File: config.mk
export PLATFORM = sky130hd
export DESIGN_NAME = keccak_rho_unit
export DESIGN_NICKNAME = d
export VERILOG_FILES = /design/src/rtl/keccak_rho_pkg.sv /design/src/rtl/keccak_rho_unit_ram.sv /design/src/rtl/keccak_rho_unit.sv
export SDC_FILE = /design/constraint.sdc
export NUM_CORES = 2
export LEC_CHECK = 0
export CAP_MARGIN = 30
export CORE_ASPECT_RATIO = 1.75
export CORE_MARGIN = 4
export CORE_UTILIZATION = 45
export CTS_CLUSTER_SIZE = 16
export DETAILED_ROUTE_END_ITERATION = 8
export PLACE_DENSITY_LB_ADDON = 0.2
export SYNTH_ARGS = -nofsm -noshare
export SYNTH_HDL_FRONTEND = slang
export SYNTH_HIERARCHICAL = 1
export SYNTH_SLANG_ARGS = --single-unit
File: constraint.sdc
create_clock -name clk -period 5.6 [get_ports clk]
set_input_delay 1.12 -clock clk [delete_from_list [all_inputs] [get_ports clk]]
set_output_delay 1.12 -clock clk [all_outputs]
set_load 0.005 [all_outputs]
File: src/rtl/keccak_rho_pkg.sv
// keccak_rho_pkg: shared types and constant tables for the Keccak rho engine.
//   state_e     : controller states
//   LANE_BIT    : bit position x+5y (within a 25-bit slice) of the t-th rotated lane
//   RHO_OFFSET  : 64-bit-lane rotation offset of the t-th rotated lane
//   mask_offset : reduces a 64-bit offset to the configured lane width
package keccak_rho_pkg;

  localparam int SLICE_W   = 25;
  localparam int NUM_STEPS = 24;

  typedef enum logic [2:0] {
    IDLE,
    LOAD,
    EXTRACT,
    WRITEBACK,
    DRAIN
  } state_e;

  // Walk (x,y) from (1,0) with (x,y) <- (y, 2x+3y mod 5); entry is x+5y.
  localparam logic [4:0] LANE_BIT [NUM_STEPS] = '{
    5'd1,  5'd10, 5'd7,  5'd11, 5'd17, 5'd18, 5'd3,  5'd5,
    5'd16, 5'd8,  5'd21, 5'd24, 5'd4,  5'd15, 5'd23, 5'd19,
    5'd13, 5'd12, 5'd2,  5'd20, 5'd14, 5'd22, 5'd9,  5'd6
  };

  // Triangular numbers (t+1)(t+2)/2 mod 64.
  localparam logic [5:0] RHO_OFFSET [NUM_STEPS] = '{
    6'd1,  6'd3,  6'd6,  6'd10, 6'd15, 6'd21, 6'd28, 6'd36,
    6'd45, 6'd55, 6'd2,  6'd14, 6'd27, 6'd41, 6'd56, 6'd8,
    6'd25, 6'd43, 6'd62, 6'd18, 6'd39, 6'd61, 6'd20, 6'd44
  };

  // Lane width is a power of two, so "mod LANE_W" is a low-bit mask.
  function automatic logic [5:0] mask_offset(input logic [5:0] off, input int addr_w);
    return off & 6'((1 << addr_w) - 1);
  endfunction

endpackage

File: src/rtl/keccak_rho_unit_ram.sv
// rho_slice_ram: slice storage for the rho engine.
//   clk, rst (async, active-low clear of every word)
//   we / wr_addr / wr_data : synchronous write port
//   rd_addr / rd_data      : combinational read port
module rho_slice_ram #(
  parameter int DEPTH = 64,
  parameter int WIDTH = 25,
  parameter int AW    = $clog2(DEPTH)
) (
  input  logic             clk,
  input  logic             rst,
  input  logic             we,
  input  logic [AW-1:0]    wr_addr,
  input  logic [WIDTH-1:0] wr_data,
  input  logic [AW-1:0]    rd_addr,
  output logic [WIDTH-1:0] rd_data
);

  logic [WIDTH-1:0] mem_q [DEPTH];

  always_ff @(posedge clk or negedge rst) begin
    if (!rst) begin
      for (int i = 0; i < DEPTH; i++) begin
        mem_q[i] <= '0;
      end
    end else if (we) begin
      mem_q[wr_addr] <= wr_data;
    end
  end

  assign rd_data = mem_q[rd_addr];

endmodule

File: src/rtl/keccak_rho_unit.sv
// keccak_rho_unit: slice-serial Keccak rho / inverse-rho engine.
//   start/mode          : begin an operation (mode 0 = rho, 1 = inverse rho)
//   in_valid/in_ready/in_slice    : LANE_W slices loaded in order z = 0..LANE_W-1
//   out_valid/out_ready/out_slice : LANE_W slices drained in order, 0 when idle
//   busy : not IDLE;  done : pulse on acceptance of the last output slice
// Each of the 24 non-zero lanes is copied into lane_q (EXTRACT) and written
// back rotated into the same bit column (WRITEBACK).
module keccak_rho_unit
  import keccak_rho_pkg::*;
#(
  parameter int LANE_W = 64,
  parameter int ADDR_W = $clog2(LANE_W)
) (
  input  logic               clk,
  input  logic               rst,
  input  logic               start,
  input  logic               mode,
  input  logic               in_valid,
  output logic               in_ready,
  input  logic [SLICE_W-1:0] in_slice,
  output logic               out_valid,
  input  logic               out_ready,
  output logic [SLICE_W-1:0] out_slice,
  output logic               busy,
  output logic               done
);

  state_e              state_q, state_d;
  logic                mode_q, mode_d;
  logic [4:0]          t_q, t_d;
  logic [ADDR_W-1:0]   z_q, z_d;
  logic [LANE_W-1:0]   lane_q, lane_d;

  logic                ram_we;
  logic [SLICE_W-1:0]  ram_wr_data;
  logic [SLICE_W-1:0]  ram_rd_data;

  logic [4:0]          cur_bit;
  logic [ADDR_W-1:0]   cur_off;
  logic [ADDR_W-1:0]   src_z;
  logic                z_last;

  assign cur_bit = LANE_BIT[t_q];
  assign cur_off = ADDR_W'(mask_offset(RHO_OFFSET[t_q], ADDR_W));
  // Rho moves lane bit z-r to z; inverse rho pulls from z+r. Both wrap at ADDR_W bits.
  assign src_z   = mode_q ? (z_q + cur_off) : (z_q - cur_off);
  assign z_last  = (z_q == ADDR_W'(LANE_W - 1));

  rho_slice_ram #(
    .DEPTH (LANE_W),
    .WIDTH (SLICE_W),
    .AW    (ADDR_W)
  ) u_ram (
    .clk     (clk),
    .rst     (rst),
    .we      (ram_we),
    .wr_addr (z_q),
    .wr_data (ram_wr_data),
    .rd_addr (z_q),
    .rd_data (ram_rd_data)
  );

  always_comb begin
    state_d     = state_q;
    mode_d      = mode_q;
    t_d         = t_q;
    z_d         = z_q;
    lane_d      = lane_q;
    ram_we      = 1'b0;
    ram_wr_data = in_slice;

    case (state_q)
      IDLE: begin
        if (start) begin
          state_d = LOAD;
          mode_d  = mode;
          z_d     = '0;
        end
      end
      LOAD: begin
        if (in_valid) begin
          ram_we = 1'b1;
          z_d    = z_q + 1'b1;
          if (z_last) begin
            state_d = EXTRACT;
            t_d     = '0;
          end
        end
      end
      EXTRACT: begin
        lane_d[z_q] = ram_rd_data[cur_bit];
        z_d         = z_q + 1'b1;
        if (z_last) begin
          state_d = WRITEBACK;
        end
      end
      WRITEBACK: begin
        ram_we               = 1'b1;
        ram_wr_data          = ram_rd_data;
        ram_wr_data[cur_bit] = lane_q[src_z];
        z_d                  = z_q + 1'b1;
        if (z_last) begin
          if (t_q == 5'(NUM_STEPS - 1)) begin
            state_d = DRAIN;
          end else begin
            t_d     = t_q + 1'b1;
            state_d = EXTRACT;
          end
        end
      end
      DRAIN: begin
        if (out_ready) begin
          z_d = z_q + 1'b1;
          if (z_last) begin
            state_d = IDLE;
          end
        end
      end
      default: state_d = IDLE;
    endcase
  end

  always_ff @(posedge clk or negedge rst) begin
    if (!rst) begin
      state_q <= IDLE;
      mode_q  <= 1'b0;
      t_q     <= '0;
      z_q     <= '0;
      lane_q  <= '0;
    end else begin
      state_q <= state_d;
      mode_q  <= mode_d;
      t_q     <= t_d;
      z_q     <= z_d;
      lane_q  <= lane_d;
    end
  end

  assign in_ready  = (state_q == LOAD);
  assign out_valid = (state_q == DRAIN);
  assign out_slice = out_valid ? ram_rd_data : '0;
  assign busy      = (state_q != IDLE);
  assign done      = out_valid && out_ready && z_last;

endmodule

# == Yosys cells after proc, flatten, opt, wreduce, memory -nomap -nowiden ==
# Memories as Yosys holds them, arrays and structs flattened.
# Index checks and enable logic that the tools add are counted.
# word_totals
register_bits,1679
mem_bits_ro,352
inputBits,31
output_inout_bits,29
elab_cells,156
n_memories,2
# classes
n_addsub,4
magnitude_cmp,8
eq_ne,14
muxes,43
n_bitwise,2
n_reduce_logical,14
# memory_table
memory,depth,width,rd,rd_ports_with_merged_regs,wr,line_no,rtl
(name not given),32,6,1,0,0,keccak_rho_unit.sv:44,"assign cur_off = ADDR_W'(mask_offset(RHO_OFFSET[t_q], ADDR_W));"
(name not given),32,5,1,0,0,keccak_rho_unit.sv:43,assign cur_bit = LANE_BIT[t_q];
# op_table
op,n
$bwmux 1600,1
$bmux 25 s6,1
$demux 25 s6,1
$mux 25,5
$bwmux 64,1
$mux 6,6
$mux 5,6
$bwmux 25,1
$mux 3,8
$pmux 6 s4,1
$pmux 3 s5,1
$lt 6x7->1 const B,2
$ne 2x2->1 const B,5
$pmux 5 s2,1
$ge 7x7->1 const B,1
$lt 7x1->1 const B,1
$not 6->7,1
$reduce_and 7->1,1
$add 6x1->6 const B,1
$add 6x6->6,1
$bmux 1 s6,1
$demux 1 s6,1
$eq 3x2->1 const B,2
$eq 6x6->1 const B,1
24 further kinds,34

# == Logic depth before layout (Yosys ltp) ==
# logic_depth
word_depth,11
ltp_mapped,19
mapped_depth_nobuf,15

# == By module ==
# Netlist, hierarchy kept.
# modules_own_cells
module,n_inst,cells_each,area_per_inst_um2,seq_area_each_um2
rho_slice_ram,1,4549,72983.7,40038.4
keccak_rho_unit,1,660,5783.0,1976.9

# == Worst setup path before layout ==
# No wires, ideal clock.
# synth_path
path_kind,reg-to-reg
startpoint,register t_q[1]
endpoint,register u_ram/mem_q[1134] (netlist name)
setup_time_ps,65
arrival_ps,4358
required_time_ps,5535
setup_slack_ps,1177
stages_incl_launch_ff,20
path_buffers,6
synth_period_minus_slack_ps,4423
path_cell_list,dfrtp_1 > buf_2 > inv_1 > ha_1 > inv_1 > mux2i_1 > xnor2_1 > fa_1 > clkbuf_1 > clkbuf_1 > mux4_2 > mux2i_1 > a211oi_1 > a21oi_1 > mux2_2 > buf_2 > o31ai_1 > buf_1 > clkbuf_1 > mux2_2
# synth_between
elab_chain_len,11
word_cells_on_any_way,20
classes_between,add/sub: 2; order compare: 2; mux: 12; bitwise: 1; reduce/logical: 1; memory: 2
# synth_lines
element,line_no,rtl
from (decl),keccak_rho_unit.sv:30,"logic [4:0] t_q, t_d;"
from (signal assigned),keccak_rho_unit.sv:133,t_q <= t_d;
$not 5->6 (not written as such) (*),"keccak_rho_unit.sv:43, keccak_rho_unit.sv:44",
$mem_v2 32x6 / $mem_v2 32x5 (equally long branches),-,
$mux 6 (not written as such) / $mux 5 (equally long branches) (2 in a row),"keccak_rho_unit.sv:44, keccak_rho_unit.sv:43",
$sub 6x6->6 (tied with other cells),keccak_rho_unit.sv:46,assign src_z = mode_q ? (z_q + cur_off) : (z_q - cur_off);
$mux 6 / $logic_and 1x1->1 (equally long branches),"keccak_rho_unit.sv:46, keccak_rho_unit.sv:100",
$bmux 1 s6 / $mux 1 (equally long branches),keccak_rho_unit.sv:100,ram_wr_data[cur_bit] = lane_q[src_z];
$mux 1 (not written as such) / $demux 1 s5 (equally long branches),keccak_rho_unit.sv:100,
$bwmux 25 (*),keccak_rho_unit.sv:100,
$mux 25 (*),keccak_rho_unit.sv:72,case (state_q)
via ram_wr_data[9],keccak_rho_unit.sv:35,logic [SLICE_W-1:0] ram_wr_data;
$bwmux 1600 (*),keccak_rho_unit_ram.sv:27,mem_q[wr_addr] <= wr_data;
"to (signal, indexed assignment)",keccak_rho_unit_ram.sv:27,
to (decl),keccak_rho_unit_ram.sv:19,logic [WIDTH-1:0] mem_q [DEPTH];
# Mark *: on every way through the listed nets, which the timed path passes. The rest lies on a longest branch. The select of a mux whose other input is x is not followed.
# A chain may end at the register's enable or synchronous reset.

# == Worst setup path after layout ==
# layout_path
startpoint,register z_q[3]
endpoint,output out_slice[21]
# layout_between
elab_chain_len,5
# layout_lines
element,line_no,rtl
from (decl),keccak_rho_unit.sv:31,"logic [ADDR_W-1:0] z_q, z_d;"
from (signal assigned),keccak_rho_unit.sv:134,z_q <= z_d;
$not 6->7 (not written as such),keccak_rho_unit_ram.sv:31,assign rd_data = mem_q[rd_addr];
$bmux 25 s6,keccak_rho_unit_ram.sv:31,
$mux 25 (not written as such) (2 in a row),keccak_rho_unit_ram.sv:31,
via ram_rd_data[21],keccak_rho_unit.sv:36,logic [SLICE_W-1:0] ram_rd_data;
$mux 25,keccak_rho_unit.sv:141,assign out_slice = out_valid ? ram_rd_data : '0;
to (decl),keccak_rho_unit.sv:23,"output logic [SLICE_W-1:0] out_slice,"
# The timed path passes the listed nets, and every way through them passes these cells. The select of a mux whose other input is x is not followed.

==> run_results.csv <==
group,metric,value,unit
power,p_leak,40.8,nW
setup_path,crit_path_end_kind,"output pin",
routing,first_pass_iters,5,
logic_synthesis,synthDominantCellAreaShare,53.3,%
logic_synthesis,syn_area,0.0788,mm²
power,peakVddDrop,0.476,mV
logic_synthesis,synth_seq_cells,1679,
timing,tightestPinTransition,1110,ps
finish,fin_area,0.0885,mm²
die,pin_count,60,
logic_synthesis,synth_edf_count,0,
logic_synthesis,seq_area_frac_synth,53.3,%
logic_synthesis,syn_inst,5209,
global_routing,antenna_found_initial,12,
timing,fin_crit_sh,99.3,%
die,initial_core_util,45.4,%
min_path,min_path_type,"primary input to asynchronous set/reset pin",
routing,via_count,46500,
clock_network,htree_levels,4,
logic_synthesis,synthArstFlopShare,100,%
logic_synthesis,avgSynthCellArea,15.1,µm²
routing,viasPerCell,6.11,
logic_synthesis,yosys-top-cells-area,"dfrtp_1 (53%), mux2_2 (23%), mux4_2 (12%)",
global_routing,grt_pass1_wl,341000,µm
setup_path,arrival,4440,ps
global_routing,grt_use_total,25.5,%
setup_path,required,4480,ps
setup_path,worst-path-max-fanout,12,
finish,drive_gt1_share,51.0,%
clock_network,cts_tree,"yes",
logic_synthesis,synth_cell_types,76,
run_status,outcome,"completed",
finish,num-fill-cells,14500,
finish,layout.nets,5295,
placement,place_congestion,0.861,
timing,fmax,180,MHz
timing,maxSlewViolCount,0,
finish,area_growth,12.3,%
setup_path,crit_path_cell_trace,"nor2b_1 > nor2b_1 > buf_4 > a22oi_1 > o211ai_1 > a2111oi_2 > and3_1 > clkdlybuf4s50_1",
placement,dp.final_hpwl,149000,µm
global_routing,grt_pass1_vias,49600,
logic_synthesis,synth-main-ff-cell,"dfrtp_1",
power,total_power,45.9,mW
timing,setup_violations,0,
timing,rsz0062_at_grt,"false",
clock_network,cts.root.buffer_cell,"clkbuf_16",
timing,fin_setup_tns,0,ps
setup_path,path_buf_inv,2,
clock_network,cts.sinks,1679,
clock_network,cts_made_buffers,164,
setup_path,startpoint_type,"register",
power,powerDensity,519,mW/mm²
setup_path,crit_slowest_cell,"dfrtp_4",
placement,place_area,0.0829,mm²
clock_network,clkTransAtPathRegs,60,ps
setup_path,cp_slowest_stage_delay,610,ps
die,rows,202,
finish,final_cell_mix,"dfrtp_1 (1,673), mux2_2 (1,618), mux4_2 (403), buf_4 (275), clkbuf_16 (166)",
global_routing,grt_max_degree,182,
logic_synthesis,syn-num-nets,5255,
timing,finalCriticalPeriod,5560,ps
routing,ant_nets,0,
logic_synthesis,yosys_warnings,6,
timing,finClkSkew,53.7,ps
global_routing,overflow,0,
clock_network,clock_latency,810,ps
die,die_w,324,µm
clock_network,cts_buffer_depth,4,
logic_synthesis,synth_area_leader_cell,"dfrtp_1",
setup_path,cpMostUsedCell,"nor2b_1",
routing,remaining_drc_errors,0,
die,dieArea,0.182,mm²
flow_run,maxCapViolCount,0,
timing,max_slew_margin,26.0,%
setup_path,critPathKind,"register to output pin",
finish,final_common_cell,"dfrtp_1",
die,core,0.174,mm²
timing,hold_viol,0,
setup_path,crit_family,"compound AO/OA/AOI/OAI gates",
placement,portBuffers,59,
routing,drt_iter0_drc,3292,
die,die_y,561,µm
routing,routed_wl,230000,µm
finish,fin_util,50.9,%
routing,wire_per_inst,30.3,µm
## kinds of logic (layout without fill, tap and decap cells)
logic type,Yosys count,count (layout),share of synthesized area [%]
xor gates and xnor gates,17,17,0.189
AOI/OAI and AO/OA,425,425,3.71
buffers and inverters,529,684,3.54
muxes,2136,2136,36.2
and+or+nand+nor,408,408,2.82
DFF,1679,1679,53.3
adders and majority gates,15,15,0.248
other,0,4,0
## state kept, by name, summed over array words and instances (netlist names)
signal       cells
u_ram/mem_q   1600
lane_q          64
z_q              6
t_q              5
state_q          3
mode_q           1
## cells in the mapped netlist (12+ instances only)
| library cell | count |
|---|---|
| mux2_2 | 1618 |
| buf_2 | 132 |
| a221oi_1 | 30 |
| nand2b_1 | 22 |
| nor2b_1 | 27 |
| nor2_2 | 43 |
| o22a_1 | 20 |
| a31oi_1 | 75 |
| nand3_1 | 39 |
| buf_1 | 33 |
| nor2_1 | 38 |
| mux4_2 | 403 |
| dfrtp_1 | 1679 |
| mux2_1 | 21 |
| and3_1 | 39 |
| a211oi_1 | 18 |
| a21oi_1 | 108 |
| o31ai_1 | 17 |
| nand2_1 | 105 |
| ha_1 | 14 |
| o211ai_1 | 22 |
| and2_1 | 12 |
| o22ai_1 | 45 |
| buf_6 | 33 |
| buf_4 | 87 |
| clkbuf_1 | 228 |
| a22oi_1 | 15 |
| o21ai_0 | 21 |
| nor3_1 | 19 |
| mux2i_1 | 93 |
## metrics by stage
| stage | worst slack [ps] | std cells | hold WS, ps |
|---|---|---|---|
| floorplan | 1180 | 5209 | 452 |
| global route | 9.00 | 7609 | 258 |
| finish | 38.4 | 7612 | 196 |
| CTS | 0.910 | 7608 | 231 |
| detailed placement | 415 | 7312 | 473 |
| global placement | 379 | 7307 | 462 |
## worst paths after layout
check | from | to | slack [ps] | cells past startpoint
min in group clk | u_ram/mem_q[521] | u_ram/mem_q[521] | 480 | 1
worst max register to register | t_q[1] | u_ram/mem_q[439] | 480 | 17
worst min register to register | u_ram/mem_q[521] | u_ram/mem_q[521] | 480 | 1
max in group asynchronous | rst | u_ram/mem_q[525] | 3710 | 3
worst min-delay path | rst | lane_q[26] | 200 | 1
worst max-delay path | z_q[3] | out_slice[21] | 40 | 8
## report_power, final
group | internal, mW | switching (mW) | total, mW
Combinational | 8.19 | 9.84 | 18.0
Clock | 6.30 | 4.77 | 11.1
Sequential | 15.3 | 1.56 | 16.8
Total | 29.8 | 16.2 | 45.9
## timing repair
| item | in CTS | in global routing |
|---|---|---|
| hold buffers | 0 | 0 |
| setup endpoints to repair | 25 | 6 |
| pin swaps | 0 | 0 |
| gates resized for setup | 10 | 6 |
| setup buffers | 15 | 0 |
## worst reg2reg max path, cell delays in order, from the launching register on
cell	delay, ps
dfrtp_1	350
buf_4	200
ha_1	280
nor2_1	60
a21oi_1	160
o21ai_0	100
mux2_2	300
xor2_1	150
ha_1	320
xnor2_1	500
mux2_2	410
nand2_1	90
o21ai_0	80
mux2_2	440
buf_12	260
o21ai_4	660
buf_4	450
mux2_2	260
## layout make-up
| cell class | instances | area [µm²] | area share (%) |
|---|---|---|---|
| clock inverter | 50 | 537 | 0.607 |
| timing repair buffer | 392 | 3790 | 4.28 |
| clock buffer | 231 | 4730 | 5.34 |
| multi-input combinational | 3001 | 34500 | 39.0 |
| tap | 2244 | 2810 | 3.17 |
| antenna | 4 | 10.0 | 0.0113 |
| inverter | 11 | 43.8 | 0.0495 |
| sequential | 1679 | 42000 | 47.5 |
## metal layers
| metal | vias up | track usage, % | routed length, µm |
|---|---|---|---|
| li1 | 19500 | - | - |
| met1 | 25400 | 31.6 | 89300 |
| met2 | 1224 | 44.1 | 118000 |
| met3 | 430 | 2.78 | 9980 |
| met4 | 2 | 12.7 | 13600 |
| met5 | - | 0 | 13 |
Note: power is estimated with default switching activity, not from simulation.
